$ cat src/rtl/debug_probe_mux.sv
// debug_probe_mux
//   Selects one of NCH probe channels for display, either from the manual
//   select switches or from an automatic scan that dwells DWELL cycles per
//   channel. A freeze input holds the displayed value, channel and scan
//   position. All outputs are registered (one cycle of latency).
//
// Ports
//   clk      : clock, all logic on the rising edge
//   reset    : synchronous, active-high reset
//   sel      : manual channel select (ignored in auto-scan)
//   auto_en  : 1 = auto-scan, 0 = manual
//   freeze   : hold displayed value/channel, pause the scan
//   ch_data  : packed channels, channel k at [k*WIDTH +: WIDTH]
//   vdata    : displayed data (16'hDEAD, resized to WIDTH, for an invalid select)
//   sel_led  : one-hot displayed channel (all ones for an invalid select)
//   cur_ch   : displayed channel index
//   frozen   : 1 while the output is held
//   changed  : data-change pulse on an unchanged channel
//
// Build option
//   PROBE_CHANGE_DET_EN : when defined, enables the change-detect pulse on
//                         'changed'; otherwise 'changed' is constant 0.
module debug_probe_mux #(
  parameter int WIDTH = 32,
  parameter int NCH   = 8,
  parameter int SEL_W = 4,
  parameter int DWELL = 50_000_000
) (
  input  logic                   clk,
  input  logic                   reset,
  input  logic [SEL_W-1:0]       sel,
  input  logic                   auto_en,
  input  logic                   freeze,
  input  logic [NCH*WIDTH-1:0]   ch_data,
  output logic [WIDTH-1:0]       vdata,
  output logic [NCH-1:0]         sel_led,
  output logic [SEL_W-1:0]       cur_ch,
  output logic                   frozen,
  output logic                   changed
);

  localparam int                CNT_W    = (DWELL > 1) ? $clog2(DWELL) : 1;
  localparam logic [CNT_W-1:0]  CNT_LAST = CNT_W'(DWELL - 1);
  localparam logic [SEL_W-1:0]  IDX_LAST = SEL_W'(NCH - 1);
  // One extra bit so NCH == 2**SEL_W still compares correctly.
  localparam logic [SEL_W:0]    NCH_V    = (SEL_W + 1)'(NCH);
  localparam logic [WIDTH-1:0]  BAD_DATA = WIDTH'(16'hDEAD);

  // Unpacked view of the channel bus.
  logic [WIDTH-1:0] ch_arr [NCH];
  for (genvar gi = 0; gi < NCH; gi++) begin : g_unpack
    assign ch_arr[gi] = ch_data[gi*WIDTH +: WIDTH];
  end

  logic [SEL_W-1:0] scan_q,   scan_d;
  logic [CNT_W-1:0] cnt_q,    cnt_d;
  logic             auto_q,   auto_d;   // mode seen on the last unfrozen cycle
  logic [WIDTH-1:0] vdata_q,  vdata_d;
  logic [NCH-1:0]   led_q,    led_d;
  logic [SEL_W-1:0] cur_q,    cur_d;
  logic             frozen_q, frozen_d;
  logic             chg_q,    chg_d;

  logic [SEL_W-1:0] disp_idx;
  logic             in_range;
  logic [WIDTH-1:0] mux_data;
  logic [NCH-1:0]   mux_led;

  always_comb begin
    scan_d   = scan_q;
    cnt_d    = cnt_q;
    auto_d   = auto_q;
    vdata_d  = vdata_q;
    led_d    = led_q;
    cur_d    = cur_q;
    frozen_d = freeze;
    chg_d    = 1'b0;
    disp_idx = sel;
    in_range = 1'b0;
    mux_data = '0;
    mux_led  = '0;

    if (freeze) begin
      // A dwell that expires while frozen loses its advance; the dwell
      // restarts so the next step needs a full dwell after release.
      if (cnt_q == CNT_LAST) begin
        cnt_d = '0;
      end
    end else begin
      auto_d = auto_en;
      if (auto_en) begin
        if (!auto_q) begin
          // Entering auto-scan: start at channel 0 with a fresh dwell.
          scan_d = '0;
          cnt_d  = '0;
        end else if (cnt_q == CNT_LAST) begin
          cnt_d  = '0;
          scan_d = (scan_q == IDX_LAST) ? '0 : scan_q + SEL_W'(1);
        end else begin
          cnt_d  = cnt_q + CNT_W'(1);
        end
        disp_idx = scan_d;
        in_range = 1'b1;
      end else begin
        disp_idx = sel;
        in_range = ({1'b0, sel} < NCH_V);
      end

      for (int k = 0; k < NCH; k++) begin
        if (disp_idx == SEL_W'(k)) begin
          mux_data   = ch_arr[k];
          mux_led[k] = 1'b1;
        end
      end

      cur_d   = disp_idx;
      vdata_d = in_range ? mux_data : BAD_DATA;
      led_d   = in_range ? mux_led  : '1;
`ifdef PROBE_CHANGE_DET_EN
      chg_d   = (cur_d == cur_q) && (vdata_d != vdata_q);
`endif
    end
  end

  always_ff @(posedge clk) begin
    if (reset) begin
      scan_q   <= '0;
      cnt_q    <= '0;
      auto_q   <= 1'b0;
      vdata_q  <= '0;
      led_q    <= '0;
      cur_q    <= '0;
      frozen_q <= 1'b0;
      chg_q    <= 1'b0;
    end else begin
      scan_q   <= scan_d;
      cnt_q    <= cnt_d;
      auto_q   <= auto_d;
      vdata_q  <= vdata_d;
      led_q    <= led_d;
      cur_q    <= cur_d;
      frozen_q <= frozen_d;
      chg_q    <= chg_d;
    end
  end

  assign vdata   = vdata_q;
  assign sel_led = led_q;
  assign cur_ch  = cur_q;
  assign frozen  = frozen_q;
  assign changed = chg_q;

endmodule

$ cat config.mk
export PLATFORM = sky130hd
export DESIGN_NAME = debug_probe_mux
export DESIGN_NICKNAME = d
export VERILOG_FILES = /design/src/rtl/debug_probe_mux.sv
export SDC_FILE = /design/constraint.sdc
export NUM_CORES = 1
export LEC_CHECK = 0
export BUFFER_PORTS_ARGS = -buffer_cell sky130_fd_sc_hd__buf_2
export CAP_MARGIN = 15
export CORE_MARGIN = 10
export CORE_UTILIZATION = 32
export DETAILED_ROUTE_END_ITERATION = 8
export PLACE_DENSITY = 0.67
export SYNTH_ARGS = -nofsm -noshare
export SYNTH_HDL_FRONTEND = slang
export SYNTH_SLANG_ARGS = --single-unit
$ cat constraint.sdc
create_clock -name clk -period 2.9 [get_ports clk]
set_input_delay 0.58 -clock clk [delete_from_list [all_inputs] [get_ports clk]]
set_output_delay 0.58 -clock clk [all_outputs]
set_load 0.01 [all_outputs]
==> reports/summary.txt, run 1 <==
==================================================================================
Status                                                                finished with violations
Violations in the final reports                                       negative setup slack
Data required, critical path                                               3160 ps
Wire length of the first global-routing pass                              42.56 mm
CTS clock-pin slew for the worst setup and hold paths                        70 ps
Std cell rows                                                                   48
Worst Reg2Reg Path Length in Cells                                              10
Shortest clock period the worst path allows after layout                   2970 ps
I/O pin cnt                                                                    310
First DRT Iteration DRCs                                                       656
End of the worst register-to-register path                            vdata[14]$_SDFFE_PP0N_
Path type of the worst setup path                                     flip-flop to flip-flop
Number of global-route vias before repair                                    7,492
Setup repair after global routing missed its margin                            yes
Starting density of the core                                                32.68%
Worst setup timing slack at the placement stage                          -263.2 ps
Number of enable flip-flop cells after synthesis                                 0
Final hold slack                                                          460.5 ps
Ratio of routed vias to standard cells                                       5.488
Share of power burned in combinational logic                                 29.7%
Final total negative setup slack                                         -403.5 ps
Power dissipated by switching net loads                                 0.001032 W
Share of final-layout standard cells stronger than drive strength 1         48.14%
Number of max-cap violations                                                     0
Die Y-Extent                                                              153.1 µm
Reg-to-reg startpoint                                                 cnt_q[24]$_SDFFE_PP0P_
Startpoint type of the worst setup path                                  flip-flop
DRT antenna net count                                                            0
Final wirelength                                                          29.51 mm
Number of failing setup endpoints in the final timing report                    15
Asr flop ratio synth                                                            0%
Syn Nets                                                                     1,049
Cell-internal power                                                     0.002224 W
RD Place Congestion                                                         0.9114
Wire per inst                                                             20.96 µm
Static leakage                                                            4.262 nW
Maximum buffer depth of the clock tree                                           2
IR drop worst, VDD                                                     0.0002663 V
CP arrival                                                                 3230 ps
H-tree Lvls                                                                      3
Overflow left after global routing                                               0
Net switching fraction of the power                                         31.70%
Worst slew pin tran                                                       729.8 ps
Number of cells after detailed placement                                     1,367
Total of flip-flops plus latches after synthesis                                76
Worst slew slack as a fraction of its limit                                 51.13%
Area growth from synthesis to final layout                                  63.85%
Clock share of power                                                         36.1%
Instance count of the mapped netlist                                           783
Avg Cell Area, Syn                                                       7.245 µm²
Final Slew Violations                                                            0
WHS Endpoint                                                          vdata[13]$_SDFFE_PP0N_
Final net count                                                              1,441
Die boundary width                                                        153.1 µm
Insertion delay of the later-clocked pin in the worst-skew pair             350 ps
Number of input and output port buffers inserted                               308
Pin count of the biggest net entering global routing                            39
Clk sink count                                                                  76
Floorplan Core Area                                                    0.01736 mm²
Cell variety after synth                                                        63
Main synth FF type                                                         dfxtp_1
Final worst-path cycle share                                                102.4%
Layout Cells excl Fill                                                       1,408
Class of the tightest hold or removal check                           flip-flop to flip-flop
Tot GR Track Use                                                            22.53%
Sequential share of the synthesized area                                    26.82%
PwrDens                                                               350.3 mW/mm²
Reg-to-reg setup timing slack                                               -70 ps
Number of buffers created by CTS                                                 9
Skew final                                                                11.34 ps
Clock tree from TritonCTS                                                     done
Root cell of the clock tree                                              clkbuf_16
DRC errors left                                                                  0
Setup slack after layout                                                 -69.68 ps
Overall die area                                                       0.02345 mm²
Maximum frequency from static timing analysis                            336.7 MHz
Hold Crit Depth                                                                  2
Most common cell after layout, fill and taps aside                           buf_2
Min-Delay Startpoint                                                  vdata[13]$_SDFFE_PP0N_
Netlist Area Pre-Place                                                0.005673 mm²
Count of warnings emitted by yosys                                               0
Antenna violations before repair                                                 3
Crit path capture type                                                   flip-flop
Commonest cells after routing, fill and taps aside                    buf_2 (308), nand2_1 (114), buf_4 (111)
Detail Placement HPWL                                                     23.14 mm
Vias                                                                         7,727
Max Fanout on Critical Path                                                      5
Pre-antenna DRT Iters                                                            7
Final count of hold timing violations                                            0
Part of the power in registers                                               34.2%
==================================================================================
[cell usage after synthesis (12+ instances only)]
| cell | n | area (µm²) |
|---|---|---|
| and3_1 | 13 | 81.33 |
| nand3_1 | 32 | 160.2 |
| a21oi_1 | 85 | 425.4 |
| nand4_1 | 13 | 81.33 |
| clkbuf_1 | 33 | 123.9 |
| buf_2 | 20 | 100.1 |
| a22oi_1 | 12 | 90.09 |
| nor2_1 | 62 | 232.7 |
| a221oi_1 | 24 | 210.2 |
| o221ai_1 | 27 | 236.5 |
| nor3_1 | 19 | 95.09 |
| dfxtp_1 | 76 | 1521 |
| mux2i_1 | 21 | 210.2 |
| o21ai_0 | 31 | 155.2 |
| nand2_1 | 118 | 442.9 |
| a21o_1 | 17 | 127.6 |
| inv_1 | 25 | 93.84 |
| o21ai_1 | 14 | 70.07 |
[worst max-delay path: stages, from the launching register on]
cell,delay (ps)
dfxtp_2,320
or3b_4,390
or4_4,440
or4_4,440
and3_4,220
buf_4,140
nor4_4,240
buf_4,200
buf_4,120
a221oi_1,100
a221oi_2,270
[kinds of logic (layout without fill, tap and decap cells)]
family,Yosys count,count (layout),share of synthesized area [%]
compound gates,275,275,33.59
xor+xnor,12,12,1.853
fa+ha+maj,2,2,0.4410
buf+inv,93,490,7.521
flops,76,76,26.82
mux,22,22,3.904
other cells,1,4,0.06610
simple gates,302,302,25.80
[power groups by stage]
stage | Sequential, W | Clock [W] | Combinational (W)
floorplan | 0.00115 | 0 | 0.000370
finish | 0.00111 | 0.00118 | 0.000967
CTS | 0.00111 | 0.00120 | 0.000875
global route | 0.00112 | 0.00124 | 0.00104
global placement | 0.00113 | 0 | 0.000834
detailed placement | 0.00114 | 0 | 0.000839
[cell type report]
cell class / instances / area, µm²
well taps: 225 / 281.5
flip-flops and latches: 76 / 1524
multi-input cells: 614 / 4223
fillers: 1662 / 8061
clock buffers: 9 / 225.2
inverters: 25 / 93.84
diodes: 3 / 7.507
repair buffers: 449 / 2867
clock inverters: 7 / 73.82
[flip-flops by register name, summed over array words and instances, names as in the netlist]
| signal | count |
|---|---|
| scan_q | 4 |
| cur_ch | 4 |
| vdata | 32 |
| frozen | 1 |
| cnt_q | 26 |
| auto_q | 1 |
| sel_led | 8 |
[stage by stage]
stage	instance area (µm²)	utilization [%]	power, W
6_report	9295	53.55	0.003256
5_1_grt	9295	53.55	0.003397
4_1_cts	8708	50.17	0.003184
3_5_place_dp	8203	47.26	0.001975
3_3_place_gp	8203	47.26	0.001969
2_1_floorplan	5673	-	0.001524
[routing by layer]
layer | vias to the layer above | GRT usage, % | part of all wire, %
met3 | 61 | 4.602 | 8.4
met4 | 0 | 8.492 | 3.4
met1 | 3594 | 26.52 | 39
li1 | 3699 | - | -
met2 | 373 | 39.23 | 49
met5 | - | 0 | 0
[worst max path at each step]
stage	from	endpoint	slack (ps)
2_1_floorplan	cnt_q[7]$_SDFFE_PP0P_	vdata[13]$_SDFFE_PP0N_	10
3_3_place_gp	cnt_q[7]$_SDFFE_PP0P_	vdata[3]$_SDFFE_PP0N_	-240
3_5_place_dp	cnt_q[25]$_SDFFE_PP0P_	vdata[3]$_SDFFE_PP0N_	-260
4_1_cts	cnt_q[24]$_SDFFE_PP0P_	vdata[26]$_SDFFE_PP0N_	8
5_1_grt	cnt_q[24]$_SDFFE_PP0P_	vdata[6]$_SDFFE_PP0N_	-190
6_report	cnt_q[24]$_SDFFE_PP0P_	vdata[14]$_SDFFE_PP0N_	-70
[what timing repair did]
action	in CTS	in global routing
pin swaps	18	22
gates resized for setup	36	85
hold buffers	0	0
gates cloned	0	5
buffers inserted	4	15
endpoints found under the setup margin	33	33
No activity file was read; power rests on OpenSTA's default activity.
==> inputs of run 2 (changes only) <==
Settings changed: ABC_AREA set to 1.
==> run 2 against run 1 <==
  * The run now ends clean
  * Critical endpoint is now vdata[5]$_SDFFE_PP0N_
  * Flip-flop and latch count unchanged
  * First-iteration DRC count shrank 19%
  * Highest routed layer is now met5
  * Synthesized area decreased by 0.66%
  * Largest cell class unchanged
==> reports/summary.txt, run 2 <==
====================================================================================
Final Slew Violations                                                              0
Setup fix buffers added after clock tree synthesis                                 0
PwrDens                                                                 410.5 mW/mm²
Ratio of routed vias to standard cells                                         5.029
Cell-internal power                                                       0.002180 W
Static leakage                                                              4.008 nW
Main synth FF type                                                           dfxtp_1
Wire per inst                                                               18.39 µm
Final total negative setup slack                                                0 ps
Pin count of the biggest net entering global routing                              70
Hold Crit Depth                                                                    2
Number of failing setup endpoints in the final timing report                       0
Wire length of the first global-routing pass                                40.20 mm
Overall die area                                                         0.02332 mm²
Clock tree from TritonCTS                                                       done
Class of the tightest hold or removal check                             flip-flop to flip-flop
Number of enable flip-flop cells after synthesis                                   0
Antenna violations before repair                                                  11
Cell variety after synth                                                          37
Resized cells post-CTS                                                             0
I/O pin cnt                                                                      310
Pre-antenna DRT Iters                                                              5
Largest cells by area after synthesis                                   dfxtp_1 (27%), nand3_1 (14%), nand2_1 (13%), nor2_1 (8.0%), inv_1 (6.5%)
Worst Reg2Reg Path Length in Cells                                                16
Part of the power in registers                                                 35.7%
Leading cell type by number of instances after synthesis                     nand2_1
Wire length on met3                                                         2.267 mm
Instance count of the mapped netlist                                             935
Sequential share of the synthesized area                                      27.00%
RD Place Congestion                                                           0.9292
Cell type with the highest aggregate area in the netlist                     dfxtp_1
Overflow left after global routing                                                 0
Number of buffers inserted for hold repair after clock tree synthesis              0
DRC errors left                                                                    0
Final count of hold timing violations                                              0
Ranking of synthesized cells by instance count                          nand2_1 (200), nand3_1 (158), nor2_1 (120)
Number of global-route vias before repair                                      7,146
Max Fanout on Critical Path                                                       21
Status                                                                     completed
First DRT Iteration DRCs                                                         534
Final wirelength                                                            26.91 mm
Most common cell on crit path                                                nand2_2
Commonest cells after routing, fill and taps aside                      buf_2 (308), nand2_1 (200), nand3_1 (158)
CTS clock-pin slew for the worst setup and hold paths                          60 ps
Net switching fraction of the power                                           31.34%
Number of max-cap violations                                                       0
H-tree Lvls                                                                        3
Starting density of the core                                                  32.58%
Maximum frequency from static timing analysis                              380.7 MHz
Critical path's slowest cell                                                 dfxtp_1
Avg Cell Area, Syn                                                         6.027 µm²
Sequence of cells on the critical path                                  ha_1 > nand2_1 > nor2_4 > inv_1 > nor2_4 > nand2_4 > nand2_2 > nand3_2 > nand2_2 > nand2_4 > nor2_8 > nand2_2 > buf_4 > o21ai_0 > nor2_1 > nor2_1
Path type of the worst setup path                                       flip-flop to flip-flop
Post-synth top area share                                                     27.00%
Startpoint type of the worst setup path                                    flip-flop
Die boundary width                                                          152.7 µm
Largest register FFs                                                              32
Biggest cell delay along the critical path                                    360 ps
Number of buffers created by CTS                                                   9
Share of power burned in combinational logic                                   24.4%
Area growth from synthesis to final layout                                    37.23%
Clock share of power                                                           39.9%
Top layer reached by signal wires                                               met5
Number of cells after detailed placement                                       1,440
Netlist Area Pre-Place                                                  0.005635 mm²
Total routed wire length on the met1 layer                                  10.94 mm
IR drop worst, VDD                                                       0.0003119 V
Crit path capture type                                                     flip-flop
Vias                                                                           7,357
Asr flop ratio synth                                                              0%
Final net count                                                                1,492
Share of final-layout standard cells stronger than drive strength 1           31.68%
Root cell of the clock tree                                                clkbuf_16
Total of flip-flops plus latches after synthesis                                  76
Clk sink count                                                                    76
Final worst-path cycle share                                                  90.57%
Shortest clock period the worst path allows after layout                     2626 ps
Insertion delay of the later-clocked pin in the worst-skew pair               350 ps
Std cell rows                                                                     48
DRT antenna net count                                                              0
Data required, critical path                                                 3180 ps
Layout Cells excl Fill                                                         1,463
Floorplan Core Area                                                      0.01730 mm²
Number of input and output port buffers inserted                                 308
Most common cell after layout, fill and taps aside                             buf_2
Syn Nets                                                                       1,201
Detail Placement HPWL                                                       21.75 mm
CP arrival                                                                   2910 ps
Tot GR Track Use                                                              21.69%
Met2 wire length                                                            12.76 mm
Count of warnings emitted by yosys                                                 0
Power dissipated by switching net loads                                  0.0009948 W
Die Y-Extent                                                                152.7 µm
Setup repair after global routing missed its margin                               no
Maximum buffer depth of the clock tree                                             2
Skew final                                                                  12.21 ps
====================================================================================
run 2: changes by cell type after synthesis, moves of 14 or more:
cell	before	now
a221oi_1	24	3
clkbuf_1	33	12
nor2_1	62	120
a21o_1	17	0
inv_1	25	98
o221ai_1	27	2
nand2_1	118	200
nand3_1	32	158
mux2i_1	21	0
o21ai_1	14	0
a21oi_1	85	48
nand4_1	13	30
o21ai_0	31	68
run 2: final timing paths:
| check | from | end | slack [ps] |
|---|---|---|---|
| min | cur_ch[0]$_SDFFE_PP0N_ | cur_ch[0]$_SDFFE_PP0N_ | 450 |
| max | cnt_q[0]$_SDFFE_PP0P_ | vdata[5]$_SDFFE_PP0N_ | 270 |
| min reg2reg | cur_ch[0]$_SDFFE_PP0N_ | cur_ch[0]$_SDFFE_PP0N_ | 450 |
| max reg2reg | cnt_q[0]$_SDFFE_PP0P_ | vdata[5]$_SDFFE_PP0N_ | 270 |
run 2: stage by stage:
| stage | utilization, % | hold slack (ps) | total power (W) | cell area, µm² | setup WS (ps) |
|---|---|---|---|---|---|
| 5_1_grt | 44.70 | 468.6 | 0.003333 | 7731 | 2.972 |
| 4_1_cts | 44.56 | 451.0 | 0.003199 | 7707 | 141.0 |
| 2_1_floorplan | - | 442.3 | 0.001554 | 5635 | 693.8 |
| 3_5_place_dp | 42.69 | 433.7 | 0.001921 | 7383 | 158.7 |
| 3_3_place_gp | 42.69 | 432.8 | 0.001920 | 7383 | 211.9 |
| 6_report | 44.71 | 450.3 | 0.003175 | 7734 | 273.6 |
run 2: kinds of logic after synthesis:
family / share of synthesized area, %
other: 0.06654
AND/OR/NAND/NOR: 46.47
buffers and inverters: 12.57
flip-flops: 27.00
XOR/XNOR: 0.3109
adder cells (fa/ha/maj): 0.4440
AO/OA/AOI/OAI: 13.14
run 2: final cells by class:
cell class / instances / area [µm²]
fillers: 1863 / 9563
diodes: 7 / 17.52
repair buffers: 331 / 1780
well taps: 225 / 281.5
clock inverters: 7 / 98.84
flip-flops and latches: 76 / 1521
inverters: 105 / 400.4
clock buffers: 9 / 225.2
multi-input cells: 703 / 3408
run 2: layer usage:
layer,vias to the layer above,track usage [%]
met5,-,0
met4,6,9.264
met3,60,7.254
met2,331,35.77
met1,3295,25.04
li1,3665,-
run 2: power groups by stage:
stage | Clock [W] | Combinational, W | Sequential, W
2_1_floorplan | 0 | 0.000387 | 0.00117
3_3_place_gp | 0 | 0.000767 | 0.00115
3_5_place_dp | 0 | 0.000768 | 0.00115
4_1_cts | 0.00130 | 0.000771 | 0.00113
5_1_grt | 0.00134 | 0.000852 | 0.00114
6_report | 0.00127 | 0.000776 | 0.00113
run 2: critical path: cells and delay by family (launching register included):
family	cells	cell delay, ps
flops	1	360
fa+ha+maj	1	180
buf+inv	2	340
simple gates	12	1370
compound gates	1	310
==> inputs of run 3 (changes only) <==
Settings changed: CORE_UTILIZATION 32 to 25, CTS_BUF_LIST set to sky130_fd_sc_hd__clkbuf_4 sky130_fd_sc_hd__clkbuf_8 sky130_fd_sc_hd__clkbuf_16, PLACE_DENSITY 0.67 to 0.56.
==> run 3 against run 2 <==
  * Cell area rose by 1.1%
  * Flip-flop and latch count did not move
  * Fmax fell by 3.0%
  * Critical path type unchanged
==> reports/summary.txt, run 3 (synthesis results as in run 2) <==
====================================================================================
Status                                                                     completed
Data required, critical path                                                 3150 ps
Final worst-path cycle share                                                  93.34%
Number of buffers created by CTS                                                   9
Ratio of routed vias to standard cells                                         4.816
Number of global-route vias before repair                                      7,285
Die boundary width                                                          170.1 µm
Detail Placement HPWL                                                       23.22 mm
Wire per inst                                                               18.76 µm
Max Fanout on Critical Path                                                       27
Antenna violations before repair                                                  15
Final hold slack                                                            449.8 ps
Fraction of met3 tracks used by global routing                                6.016%
Number of input and output port buffers inserted                                 308
Root cell of the clock tree                                                clkbuf_16
H-tree Lvls                                                                        3
Largest register FFs                                                              32
Shortest clock period the worst path allows after layout                     2707 ps
First DRT Iteration DRCs                                                         488
CP arrival                                                                   2950 ps
Maximum buffer depth of the clock tree                                             2
Wire length of the first global-routing pass                                42.21 mm
Setup fix buffers added after clock tree synthesis                                 0
Clock tree from TritonCTS                                                       done
Startpoint type of the worst setup path                                    flip-flop
Most common cell after layout, fill and taps aside                             buf_2
GR Layer Usage met2                                                           31.59%
Filler instances                                                               2,504
Number of failing setup endpoints in the final timing report                       0
I/O pin cnt                                                                      310
Path type of the worst setup path                                       flip-flop to flip-flop
RD Place Congestion                                                           0.9048
Maximum frequency from static timing analysis                              369.4 MHz
DRT antenna net count                                                              0
Final net count                                                                1,492
Final wirelength                                                            28.59 mm
Number of max-cap violations                                                       0
Area growth from synthesis to final layout                                    38.74%
Vias                                                                           7,339
Share of final-layout standard cells stronger than drive strength 1           31.68%
Final count of hold timing violations                                              0
Met1 track utilization from global routing                                    21.88%
Number of buffers inserted for hold repair after clock tree synthesis              0
Pin count of the biggest net entering global routing                              69
Overall die area                                                         0.02895 mm²
Clk sink count                                                                    76
Class of the tightest hold or removal check                             flip-flop to flip-flop
Static leakage                                                              4.002 nW
CTS clock-pin slew for the worst setup and hold paths                          70 ps
Tot GR Track Use                                                              18.99%
Final Slew Violations                                                              0
Commonest cells after routing, fill and taps aside                      buf_2 (308), nand2_1 (200), nand3_1 (158)
Setup repair after global routing missed its margin                              yes
Post-layout util                                                              35.50%
Skew final                                                                  12.40 ps
Resized cells post-CTS                                                             0
Grt peak-use layer                                                              met2
Pre-antenna DRT Iters                                                              6
Overflow left after global routing                                                 0
Starting density of the core                                                  25.59%
PwrDens                                                                 399.7 mW/mm²
Total power consumption of the routed design                              0.003125 W
Crit path capture type                                                     flip-flop
Die Y-Extent                                                                170.1 µm
Floorplan Core Area                                                      0.02203 mm²
IR drop worst, VDD                                                       0.0002447 V
Combined area of the multi-input logic cells                            0.003408 mm²
DRC errors left                                                                    0
Std cell rows                                                                     54
Insertion delay of the later-clocked pin in the worst-skew pair               350 ps
Area taken by flip-flops and latches                                    0.001521 mm²
====================================================================================
run 3: worst max-delay path: stages, from the launching register on:
cell and delay (ps):
dfxtp_1 360, ha_1 180, nand2_1 100, nor2_4 140, inv_1 100, nor2_4 200
nand3_1 140, nand3_2 120, nand2_1 70, nand2_2 160, nor2_8 70, nand2_4 310
nor2_1 70, nor2_1 240, nand4_1 130, nor2_1 120, nor2_1 50
run 3: area by class of cell:
type | count | area share, %
repair buffers | 331 | 22.93
diodes | 13 | 0.4161
multi-input cells | 703 | 43.59
flip-flops and latches | 76 | 19.46
inverters | 105 | 5.137
clock inverters | 5 | 0.7521
well taps | 280 | 4.481
clock buffers | 11 | 3.233
run 3: layer usage:
metal	routed length, µm	vias to the layer above
met5	49	-
met4	919	8
met3	2256	52
met2	13960	308
met1	11410	3302
li1	-	3669
run 3: power breakdown:
group          switching [W]  internal, W
Combinational       0.000458     0.000323
Sequential         0.0000339      0.00110
Clock               0.000498     0.000716
Total               0.000989      0.00214
run 3: final timing paths:
kind / cells after the start / endpoint / slack [ps] / from
max: 16 / vdata[10]$_SDFFE_PP0N_ / 190 / cnt_q[0]$_SDFFE_PP0P_
max reg2reg: 16 / vdata[10]$_SDFFE_PP0N_ / 190 / cnt_q[0]$_SDFFE_PP0P_
min: 2 / vdata[6]$_SDFFE_PP0N_ / 450 / vdata[6]$_SDFFE_PP0N_
min reg2reg: 2 / vdata[6]$_SDFFE_PP0N_ / 450 / vdata[6]$_SDFFE_PP0N_
run 3: stage by stage:
step / cells / worst slack [ps] / TNS [ps] / instance area, µm²
4_1_cts: 1511 / 117.6 / 0 / 7776
6_report: 1524 / 193.2 / 0 / 7819
3_3_place_gp: 1495 / 135.7 / 0 / 7465
2_1_floorplan: 935 / 693.8 / 0 / 5635
5_1_grt: 1518 / -4.341 / -4.341 / 7804
3_5_place_dp: 1495 / 118.8 / 0 / 7465
